## config.mk

```make
export PLATFORM = sky130hd
export DESIGN_NAME = ent_enc_input_scheduler_flat
export DESIGN_NICKNAME = d
export VERILOG_FILES = /design/src/rtl/ent_enc_input_scheduler_if.sv /design/src/rtl/ent_enc_input_scheduler.sv /design/src/flat_wrapper.sv
export SDC_FILE = /design/constraint.sdc
export NUM_CORES = 1
export LEC_CHECK = 0
export BUFFER_PORTS_ARGS = -buffer_cell sky130_fd_sc_hd__buf_2
export CAP_MARGIN = 20
export CORE_MARGIN = 4
export CORE_UTILIZATION = 45
export CTS_CLUSTER_DIAMETER = 120
export DETAILED_ROUTE_END_ITERATION = 12
export PLACE_DENSITY_LB_ADDON = 0.08
export SLEW_MARGIN = 25
export SYNTH_ARGS = -nofsm -noshare
export SYNTH_HDL_FRONTEND = slang
export SYNTH_SLANG_ARGS = --single-unit
```

## constraint.sdc

```tcl
create_clock -name top_clk -period 2.7 [get_ports top_clk]
set_input_delay 0.405 -clock top_clk [delete_from_list [all_inputs] [get_ports top_clk]]
set_output_delay 0.405 -clock top_clk [all_outputs]
set_load 0.1 [all_outputs]
```

## src/rtl/ent_enc_input_scheduler_if.sv

```systemverilog
// Stream-side and encoder-side signal bundle for ent_enc_input_scheduler.
// The scheduler takes the slave view; the source/encoder side takes the master view.
interface ent_enc_input_scheduler_if #(
    parameter int unsigned RANGE_WIDTH  = 16,
    parameter int unsigned SYMBOL_WIDTH = 4,
    parameter int unsigned BOOL_LANES   = 3
);
    logic                               in_valid;
    logic                               in_ready;
    logic                               in_bool;
    logic [RANGE_WIDTH-1:0]             in_fl;
    logic [RANGE_WIDTH-1:0]             in_fh;
    logic [SYMBOL_WIDTH-1:0]            in_symbol;
    logic [SYMBOL_WIDTH:0]              in_nsyms;
    logic                               in_last;
    logic                               enc_flag_last;
    logic                               enc_reset;
    logic                               enc_valid;
    logic                               enc_flag_first;
    logic                               enc_final_flag;
    logic [RANGE_WIDTH-1:0]             enc_fl;
    logic [RANGE_WIDTH-1:0]             enc_fh;
    logic [SYMBOL_WIDTH:0]              enc_nsyms;
    logic [BOOL_LANES-1:0]              enc_bool;
    logic [BOOL_LANES*SYMBOL_WIDTH-1:0] enc_symbol;
    logic                               err_timeout;

    modport master (
        output in_valid, in_bool, in_fl, in_fh, in_symbol, in_nsyms, in_last, enc_flag_last,
        input  in_ready, enc_reset, enc_valid, enc_flag_first, enc_final_flag,
               enc_fl, enc_fh, enc_nsyms, enc_bool, enc_symbol, err_timeout
    );

    modport slave (
        input  in_valid, in_bool, in_fl, in_fh, in_symbol, in_nsyms, in_last, enc_flag_last,
        output in_ready, enc_reset, enc_valid, enc_flag_first, enc_final_flag,
               enc_fl, enc_fh, enc_nsyms, enc_bool, enc_symbol, err_timeout
    );
endinterface

```

## src/rtl/ent_enc_input_scheduler.sv

```systemverilog
// Packs boolean symbol runs into parallel encoder lanes, issues CDF symbols alone,
// and sequences the end of a frame (final flag, wait for last, encoder reset).
module ent_enc_input_scheduler #(
    parameter int unsigned RANGE_WIDTH   = 16,
    parameter int unsigned SYMBOL_WIDTH  = 4,
    parameter int unsigned BOOL_LANES    = 3,
    parameter int unsigned FLUSH_TIMEOUT = 4096
) (
    input  logic                      top_clk,
    input  logic                      top_reset,
    ent_enc_input_scheduler_if.slave  bus
);
    localparam int unsigned CNT_W = $clog2(BOOL_LANES + 1);
    localparam int unsigned TMR_W = (FLUSH_TIMEOUT > 1) ? $clog2(FLUSH_TIMEOUT) : 1;
    localparam int unsigned NS_W  = SYMBOL_WIDTH + 1;
    localparam logic [CNT_W-1:0] CNT_FULL = CNT_W'(BOOL_LANES);
    localparam logic [TMR_W-1:0] TMR_END  = TMR_W'(FLUSH_TIMEOUT - 1);

    typedef enum logic [1:0] {
        ST_PACK  = 2'd0,
        ST_FLUSH = 2'd1,
        ST_RST   = 2'd2
    } state_t;

    typedef logic [BOOL_LANES-1:0][SYMBOL_WIDTH-1:0] lanes_t;

    // Pending bundle B and sequencing state
    state_t                  r_state,         w_state;
    logic [CNT_W-1:0]        r_cnt,           w_cnt;
    logic                    r_cdf,           w_cdf;
    logic                    r_last,          w_last;
    logic                    r_first_pending, w_first_pending;
    lanes_t                  r_lane,          w_lane;
    logic [RANGE_WIDTH-1:0]  r_b_fl,          w_b_fl;
    logic [RANGE_WIDTH-1:0]  r_b_fh,          w_b_fh;
    logic [NS_W-1:0]         r_b_nsyms,       w_b_nsyms;
    logic [TMR_W-1:0]        r_timer,         w_timer;

    // Registered outputs
    logic                    r_in_ready,       w_in_ready;
    logic                    r_enc_valid,      w_enc_valid;
    logic                    r_enc_flag_first, w_enc_flag_first;
    logic                    r_enc_final_flag, w_enc_final_flag;
    logic                    r_err_timeout,    w_err_timeout;
    logic [BOOL_LANES-1:0]   r_enc_bool,       w_enc_bool;
    lanes_t                  r_enc_symbol,     w_enc_symbol;
    logic [RANGE_WIDTH-1:0]  r_enc_fl,         w_enc_fl;
    logic [RANGE_WIDTH-1:0]  r_enc_fh,         w_enc_fh;
    logic [NS_W-1:0]         r_enc_nsyms,      w_enc_nsyms;

    logic w_accept;
    logic w_emit;

    assign w_accept = bus.in_valid & r_in_ready;
    assign w_emit   = (r_state == ST_PACK) && (r_cnt != '0) &&
                      (r_cdf || (r_cnt == CNT_FULL) || !bus.in_valid ||
                       (w_accept && bus.in_bool) || r_last);

    // Next-state, bundle packing and output loading
    always_comb begin
        w_state          = r_state;
        w_cnt            = r_cnt;
        w_cdf            = r_cdf;
        w_last           = r_last;
        w_first_pending  = r_first_pending;
        w_lane           = r_lane;
        w_b_fl           = r_b_fl;
        w_b_fh           = r_b_fh;
        w_b_nsyms        = r_b_nsyms;
        w_timer          = r_timer;
        w_enc_valid      = 1'b0;
        w_enc_flag_first = r_enc_flag_first;
        w_err_timeout    = r_err_timeout;
        w_enc_bool       = r_enc_bool;
        w_enc_symbol     = r_enc_symbol;
        w_enc_fl         = r_enc_fl;
        w_enc_fh         = r_enc_fh;
        w_enc_nsyms      = r_enc_nsyms;

        unique case (r_state)
            ST_PACK: begin
                if (w_emit) begin
                    w_enc_valid      = 1'b1;
                    w_enc_flag_first = r_first_pending;
                    w_first_pending  = 1'b0;
                    for (int unsigned i = 0; i < BOOL_LANES; i++) begin
                        if (CNT_W'(i) < r_cnt) begin
                            w_enc_bool[i]   = (i == 0) && r_cdf;
                            w_enc_symbol[i] = r_lane[i];
                        end else begin
                            w_enc_bool[i]   = 1'b1;
                            w_enc_symbol[i] = '0;
                        end
                    end
                    w_enc_fl    = r_cdf ? r_b_fl    : '0;
                    w_enc_fh    = r_cdf ? r_b_fh    : '0;
                    w_enc_nsyms = r_cdf ? r_b_nsyms : '0;
                    w_cnt       = '0;
                    w_cdf       = 1'b0;
                    w_last      = 1'b0;
                    if (r_last) begin
                        w_state = ST_FLUSH;
                        w_timer = '0;
                    end
                end
                // CDF always starts a fresh bundle; booleans append unless B was just emitted
                if (w_accept) begin
                    w_last = bus.in_last;
                    if (bus.in_bool) begin
                        w_lane    = '0;
                        w_lane[0] = bus.in_symbol;
                        w_cnt     = CNT_W'(1);
                        w_cdf     = 1'b1;
                        w_b_fl    = bus.in_fl;
                        w_b_fh    = bus.in_fh;
                        w_b_nsyms = bus.in_nsyms;
                    end else if (w_emit || (r_cnt == '0)) begin
                        w_lane    = '0;
                        w_lane[0] = SYMBOL_WIDTH'(bus.in_symbol[0]);
                        w_cnt     = CNT_W'(1);
                        w_cdf     = 1'b0;
                    end else begin
                        for (int unsigned i = 0; i < BOOL_LANES; i++) begin
                            if (CNT_W'(i) == r_cnt) begin
                                w_lane[i] = SYMBOL_WIDTH'(bus.in_symbol[0]);
                            end
                        end
                        w_cnt = r_cnt + CNT_W'(1);
                        w_cdf = 1'b0;
                    end
                end
            end
            ST_FLUSH: begin
                if (bus.enc_flag_last) begin
                    w_state = ST_RST;
                end else if (r_timer == TMR_END) begin
                    w_err_timeout = 1'b1;
                    w_state       = ST_RST;
                end else begin
                    w_timer = r_timer + TMR_W'(1);
                end
            end
            ST_RST: begin
                w_first_pending = 1'b1;
                w_state         = ST_PACK;
            end
            default: begin
                w_state = ST_PACK;
            end
        endcase

        w_enc_final_flag = (w_state == ST_FLUSH);
        w_in_ready       = (w_state == ST_PACK) && !w_last;
    end

    always_ff @(posedge top_clk) begin
        if (top_reset) begin
            r_state          <= ST_PACK;
            r_cnt            <= '0;
            r_cdf            <= 1'b0;
            r_last           <= 1'b0;
            r_first_pending  <= 1'b1;
            r_lane           <= '0;
            r_b_fl           <= '0;
            r_b_fh           <= '0;
            r_b_nsyms        <= '0;
            r_timer          <= '0;
            r_in_ready       <= 1'b0;
            r_enc_valid      <= 1'b0;
            r_enc_flag_first <= 1'b0;
            r_enc_final_flag <= 1'b0;
            r_err_timeout    <= 1'b0;
            r_enc_bool       <= '1;
            r_enc_symbol     <= '0;
            r_enc_fl         <= '0;
            r_enc_fh         <= '0;
            r_enc_nsyms      <= '0;
        end else begin
            r_state          <= w_state;
            r_cnt            <= w_cnt;
            r_cdf            <= w_cdf;
            r_last           <= w_last;
            r_first_pending  <= w_first_pending;
            r_lane           <= w_lane;
            r_b_fl           <= w_b_fl;
            r_b_fh           <= w_b_fh;
            r_b_nsyms        <= w_b_nsyms;
            r_timer          <= w_timer;
            r_in_ready       <= w_in_ready;
            r_enc_valid      <= w_enc_valid;
            r_enc_flag_first <= w_enc_flag_first;
            r_enc_final_flag <= w_enc_final_flag;
            r_err_timeout    <= w_err_timeout;
            r_enc_bool       <= w_enc_bool;
            r_enc_symbol     <= w_enc_symbol;
            r_enc_fl         <= w_enc_fl;
            r_enc_fh         <= w_enc_fh;
            r_enc_nsyms      <= w_enc_nsyms;
        end
    end

    // Encoder reset follows the block reset immediately as well as the RST state
    assign bus.enc_reset      = top_reset | (r_state == ST_RST);
    assign bus.in_ready       = r_in_ready;
    assign bus.enc_valid      = r_enc_valid;
    assign bus.enc_flag_first = r_enc_flag_first;
    assign bus.enc_final_flag = r_enc_final_flag;
    assign bus.err_timeout    = r_err_timeout;
    assign bus.enc_bool       = r_enc_bool;
    assign bus.enc_symbol     = r_enc_symbol;
    assign bus.enc_fl         = r_enc_fl;
    assign bus.enc_fh         = r_enc_fh;
    assign bus.enc_nsyms      = r_enc_nsyms;
endmodule
```

## src/flat_wrapper.sv

```systemverilog
// flat-port wrapper written by rule: the top's interface ports become plain ports
module ent_enc_input_scheduler_flat 
#(
    parameter int unsigned RANGE_WIDTH   = 16,
    parameter int unsigned SYMBOL_WIDTH  = 4,
    parameter int unsigned BOOL_LANES    = 3,
    parameter int unsigned FLUSH_TIMEOUT = 4096
)
  (top_clk, top_reset, bus_in_valid, bus_in_bool, bus_in_fl, bus_in_fh, bus_in_symbol, bus_in_nsyms, bus_in_last, bus_enc_flag_last, bus_in_ready, bus_enc_reset, bus_enc_valid, bus_enc_flag_first, bus_enc_final_flag, bus_enc_fl, bus_enc_fh, bus_enc_nsyms, bus_enc_bool, bus_enc_symbol, bus_err_timeout);
  ent_enc_input_scheduler_if #(.RANGE_WIDTH(RANGE_WIDTH), .SYMBOL_WIDTH(SYMBOL_WIDTH), .BOOL_LANES(BOOL_LANES)) bus_i ();
  input  logic top_clk;
  input  logic top_reset;
  input wire logic [$bits(bus_i.in_valid)-1:0] bus_in_valid;
  input wire logic [$bits(bus_i.in_bool)-1:0] bus_in_bool;
  input wire logic [$bits(bus_i.in_fl)-1:0] bus_in_fl;
  input wire logic [$bits(bus_i.in_fh)-1:0] bus_in_fh;
  input wire logic [$bits(bus_i.in_symbol)-1:0] bus_in_symbol;
  input wire logic [$bits(bus_i.in_nsyms)-1:0] bus_in_nsyms;
  input wire logic [$bits(bus_i.in_last)-1:0] bus_in_last;
  input wire logic [$bits(bus_i.enc_flag_last)-1:0] bus_enc_flag_last;
  output wire logic [$bits(bus_i.in_ready)-1:0] bus_in_ready;
  output wire logic [$bits(bus_i.enc_reset)-1:0] bus_enc_reset;
  output wire logic [$bits(bus_i.enc_valid)-1:0] bus_enc_valid;
  output wire logic [$bits(bus_i.enc_flag_first)-1:0] bus_enc_flag_first;
  output wire logic [$bits(bus_i.enc_final_flag)-1:0] bus_enc_final_flag;
  output wire logic [$bits(bus_i.enc_fl)-1:0] bus_enc_fl;
  output wire logic [$bits(bus_i.enc_fh)-1:0] bus_enc_fh;
  output wire logic [$bits(bus_i.enc_nsyms)-1:0] bus_enc_nsyms;
  output wire logic [$bits(bus_i.enc_bool)-1:0] bus_enc_bool;
  output wire logic [$bits(bus_i.enc_symbol)-1:0] bus_enc_symbol;
  output wire logic [$bits(bus_i.err_timeout)-1:0] bus_err_timeout;
  assign bus_i.in_valid = bus_in_valid;
  assign bus_i.in_bool = bus_in_bool;
  assign bus_i.in_fl = bus_in_fl;
  assign bus_i.in_fh = bus_in_fh;
  assign bus_i.in_symbol = bus_in_symbol;
  assign bus_i.in_nsyms = bus_in_nsyms;
  assign bus_i.in_last = bus_in_last;
  assign bus_i.enc_flag_last = bus_enc_flag_last;
  assign bus_in_ready = bus_i.in_ready;
  assign bus_enc_reset = bus_i.enc_reset;
  assign bus_enc_valid = bus_i.enc_valid;
  assign bus_enc_flag_first = bus_i.enc_flag_first;
  assign bus_enc_final_flag = bus_i.enc_final_flag;
  assign bus_enc_fl = bus_i.enc_fl;
  assign bus_enc_fh = bus_i.enc_fh;
  assign bus_enc_nsyms = bus_i.enc_nsyms;
  assign bus_enc_bool = bus_i.enc_bool;
  assign bus_enc_symbol = bus_i.enc_symbol;
  assign bus_err_timeout = bus_i.err_timeout;
  ent_enc_input_scheduler #(.RANGE_WIDTH(RANGE_WIDTH), .SYMBOL_WIDTH(SYMBOL_WIDTH), .BOOL_LANES(BOOL_LANES), .FLUSH_TIMEOUT(FLUSH_TIMEOUT)) u_core (.top_clk(top_clk), .top_reset(top_reset), .bus(bus_i));
endmodule
```

Yosys cells after proc, flatten, opt, wreduce, memory -nomap -nowiden
Cells that the tools add are included.
Widths: inputs -> output; s select.
- register bits after elaboration: 125
- $add $sub $neg: 2
- muxes and demuxes: 36
- bitwise logic cells: 4
- reduce and logical (&&, ||, !) cells: 31
- $lt $le $gt $ge: 3
- eq/ne operators: 11
- operators with widths (operator ; number):
    $mux 12 ; 6
    $mux 16 ; 2
    $mux 4 ; 6
    $pmux 12 s2 ; 1
    $mux 2 ; 8
    $reduce_and 3->1 ; 5
    $add 12x1->12 const B ; 1
    $eq 12x12->1 const B ; 1
    $mux 1 ; 10
    $reduce_bool 3->1 ; 3
    $reduce_bool 2->1 ; 4
    $logic_not 2->1 ; 3
    $reduce_and 2->1 ; 3
    $logic_or 1x1->1 ; 5
    $mux 5 ; 1
    $reduce_and 5->1 ; 1
    $eq 2x1->1 const B ; 2
    $eq 2x2->1 const B ; 2
    $logic_and 1x1->1 ; 4
    $lt 1x2->1 const A ; 2
    $ne 2x1->1 const B ; 2
    $ne 2x2->1 const B ; 2
    $pmux 2 s2 ; 1
    $add 2x1->2 const B ; 1
    other kinds (9) ; 11

Longest topological paths before layout
- word-level depth: 11
- mapped depth: 8
- depth with buffers taken out: 6

Worst setup path before layout
Ideal clock, no wire load.
- path kind: flip-flop to output port
- from: register u_core.r_state[1]
- to: output port bus_enc_reset
- required time: 2.295 ns
- stages on the path, launching flop included: 4
- buffers on the path: 1
- setup slack: -0.374 ns
- data arrival time: 2.669 ns
- path through: dfxtp_1 -> buf_2 -> inv_1 -> o21ai_0
- longest elaborated chain between the ends: 2
- RTL lines (what ; RTL line ; source):
    from (decl) ; ent_enc_input_scheduler.sv:28 ; state_t r_state, w_state;
    from (signal assigned) ; ent_enc_input_scheduler.sv:179 ; r_state <= w_state;
    $eq 2x2->1 ; ent_enc_input_scheduler.sv:203 ; assign bus.enc_reset = top_reset | (r_state == ST_RST);
    $or 1x1->1 ; ent_enc_input_scheduler.sv:203 ;
    to (decl) ; flat_wrapper.sv:22 ; output wire logic [$bits(bus_i.enc_reset)-1:0] bus_enc_reset;
Every way passes these cells.

Final worst setup path
Same ends and word-level chain as after synthesis.

==> results by stage <==
Floorplanning:
- The number of ports placed on the die boundary is 105.
- The floorplan has 35 rows.
- Measured along the y axis, the die boundary spans 107 um.
- The core area is 9370 um2.
- The horizontal die dimension is 107 um.
- The initial standard-cell utilization of the core is 47.0%.
- The floorplan die area is 11400 um2.

Timing:
- The actual slew at the worst max-slew pin is 0.690 ns.
- Timing would allow up to 471 MHz.
- Setup repair after global routing left no endpoint under its margin.
- The final critical path takes up 78.6% of the cycle.
- The number of hold violations in the final report was 0.
- The worst pin sits at a relative slew slack of 54.0%.
- The shortest period the worst path allows is 2.12 ns.
- The worst-case clock skew is 0.0108 ns.
- The aggregate negative setup slack is 0 ns.
- The number of pins exceeding their max-slew limit in the final report is 0.
- The slack of the critical path is 0.578 ns.
- Setup violations remaining at the end of the flow were counted as 0.
- Final hold analysis gives a worst-case slack of 0.121 ns.

Route:
- The number of design-rule violations left by the first detailed-router iteration is 216.
- The first-pass detailed-route iteration total is 5.
- The number of antenna-violating nets in the routed design is 0.
- The number of design rule violations left after detail routing is 0.
- The final route contains 3947 vias.
- The routed wire length is 10900 um.
- The average via count per standard cell is 5.32.
- The wire length per cell is 14.7 um.

Clock tree:
- The CTS clock-pin slew for the worst setup and hold paths is 0.06 ns.
- Once the clock tree was built, the setup fixing pass inserted 0 buffers.
- The clock tree synthesis step divided the H-tree into 4 levels.
- Clock tree synthesis selected as its root buffer the cell sky130_fd_sc_hd__clkbuf_8.
- The number of hold buffers added after CTS was 0.
- TritonCTS built the clock tree.
- After clock tree synthesis, the repair step resized 0 gates.
- In this run, CTS created clock tree buffers numbering 17.
- For the worst-skew pair, the clock arrives at the later sink with an insertion delay of 0.51 ns.
- The number of clock sinks is 113.
- Counting along the longest clock path gives a buffer depth of 2.

Finish:
- The end-of-flow core utilization is 59.7%.
- The antenna diode count is 0.
- Relative to the synthesized area, the layout overhead comes to 27.0%.
- The final layout contains 653 nets.
- The area of the multi-input gates is 1910 um2.
- The non-filler instance count after layout is 742.
- The storage element area is 2260 um2.
- The post-route netlist has 23.7% of its cells at a drive strength greater than 1.
- Counting the fill cells in the layout gives 841.

Global routing:
- The maximum number of pins on one net before global-route repair is 71.
- In the global route stage, overall resource usage came out at 19.9%.
- The first global-routing pass estimated 18300 um of wire.
- The total overflow left after global routing is 0.
- The number of antenna violations at the first check in global routing came to 0.
- The via count of the first global-routing pass is 3912.

Placed design:
- Timing analysis after detailed placement gives a worst setup slack of 0.639 ns.
- At the end of routability-driven placement, the weighted congestion stood at 0.800.
- After legalization and detailed placement, the total HPWL measured 6870 um.
- The total of buffers placed on input and output ports is 98.
- The number of instances in the placed design is 710.

Worst setup path:
- The largest incremental delay on the critical path is 0.53 ns.
- The number of buffers and inverters on the critical path is 2.
- For the worst setup path, the data required time is 2.30 ns.
- In this run the worst path has a maximum fanout of 9.
- The cell with the biggest individual delay on the critical path is sky130_fd_sc_hd__dfxtp_1.
- STA classifies the critical path startpoint as a flop.
- The kind of capture point of the worst setup path is an output port.
- The worst setup path category is reg -> out.
- STA puts the critical path data arrival time at 1.72 ns.
- Traced cell by cell, the critical path runs through inv_1, o21ai_1, buf_12.
- The kind of cell with the highest combined delay along the critical path is flip-flops.

Power:
- In this run the static leakage power is 2.22 nW.
- For this design the ratio of total power to cell area is 781 nW/um2.
- IR analysis of the VDD net gives a maximum drop of 0.000418 V.

Run status:
- The run finished with clean final reports.

Synthesis:
- The most common cell in the synthesized netlist is sky130_fd_sc_hd__dfxtp_1.
- Yosys mapped a number of flops with a built-in enable equal to 0.
- The largest total area in the synthesized netlist belongs to sky130_fd_sc_hd__dfxtp_1.
- The count of unique library cells instantiated by Yosys is 47.
- The average instance in the mapped netlist occupies 8.62 um2.
- In this run the cell area of the synthesized design comes to 4410 um2.
- The area fraction of the dominant cell type after synthesis is 51.3%.
- The total number of yosys warnings is 0.
- In the post-synthesis netlist, the biggest area contributors are sky130_fd_sc_hd__dfxtp_1, sky130_fd_sc_hd__nand2_1, sky130_fd_sc_hd__a21oi_1.
- After synthesis, flip-flops and latches occupy 51.3% of the total area.
- Synthesis inferred 113 register bits.
- In the synthesized netlist the async set-or-reset flop fraction comes to 0%.
- The main flop type after synthesis is sky130_fd_sc_hd__dfxtp_1.
- The commonest cells after synthesis are sky130_fd_sc_hd__dfxtp_1, sky130_fd_sc_hd__nand2_1, sky130_fd_sc_hd__a21oi_1.
- In the synthesized netlist, the number of instances is 511.

Min path:
- The path class of the tightest hold or removal check is in -> reg.

Run:
- The max-capacitance violation count is 0.
flip-flops by register name (all words and copies together) (netlist names), 2 cells and up:
signal                 cells
u_core.bus.enc_bool        3
u_core.bus.enc_fh         16
u_core.r_b_fh             16
u_core.bus.enc_symbol      6
u_core.r_b_fl             16
u_core.bus.enc_fl         16
u_core.bus.enc_nsyms       5
u_core.r_lane              6
u_core.r_cnt               2
u_core.r_b_nsyms           5
u_core.r_state             2
u_core.r_timer            12
where the power goes:
group,leakage (nW),switching (mW),internal (mW)
logic,1.01,0.220,0.0759
registers,0.914,0.0177,1.70
clock network,0.297,0.772,1.59
total,2.22,1.01,3.36
logic make-up (layout without fill, tap and decap cells):
kind of cell	count (synthesis)	count (layout)	synth area share, %
AOI/OAI and AO/OA	142	142	21.0
adders and majority gates	6	6	1.70
buffers and inverters	52	149	5.85
DFF	113	113	51.3
other	1	6	0.0851
and+or+nand+nor	197	197	20.0
cells in the final DEF (no fill, tap or decap), drive strengths merged, types with 7 or more instances in the layout:
cell and count:
clkbuf 18, nor2 49, o211ai 7, o21ai 13, buf 110, nand3 12
dfxtp 113, nand4 7, and2 7, a21oi 58, inv 7, nand2 98
a22oi 38
layout make-up:
| class | count | area share [%] |
|---|---|---|
| clock buffer | 18 | 7.47 |
| tap | 129 | 2.88 |
| timing repair buffer | 110 | 10.9 |
| inverter | 7 | 0.469 |
| multi-input combinational | 351 | 34.0 |
| sequential | 113 | 40.4 |
| clock inverter | 14 | 3.80 |
worst register-to-register path: cells and delay by family, from the launching register on:
| kind | cells | cell delay [ns] |
|---|---|---|
| adders and majority gates | 1 | 0.22 |
| and+or+nand+nor | 1 | 0.63 |
| AOI/OAI and AO/OA | 3 | 0.79 |
| DFF | 1 | 0.36 |
metal layers:
metal,vias to the layer above,global-route usage [%],wire (um)
li1,1956,-,-
met1,1856,25.4,4900
met2,119,31.5,5130
met3,16,6.32,766
met4,0,7.40,150
met5,-,0,0
per-stage QoR:
stage	power, mW	cell area [um2]
5_1_grt	4.52	5600
3_3_place_gp	2.05	4970
6_report	4.37	5600
2_1_floorplan	1.97	4430
3_5_place_dp	2.05	4970
4_1_cts	4.42	5600
worst paths after layout:
kind | from | end | slack (ns) | cells after the start
setup / recovery | u_core.r_state[1] | bus_enc_reset | 0.58 | 3
hold / removal | bus_in_last | u_core.bus.in_ready | 0.12 | 2
setup reg to reg | u_core.r_cnt[0] | u_core.r_cnt[0] | 0.61 | 5
hold reg to reg | u_core.bus.enc_symbol[1] | u_core.bus.enc_symbol[1] | 0.45 | 2
(Power assumes the default switching activity.)
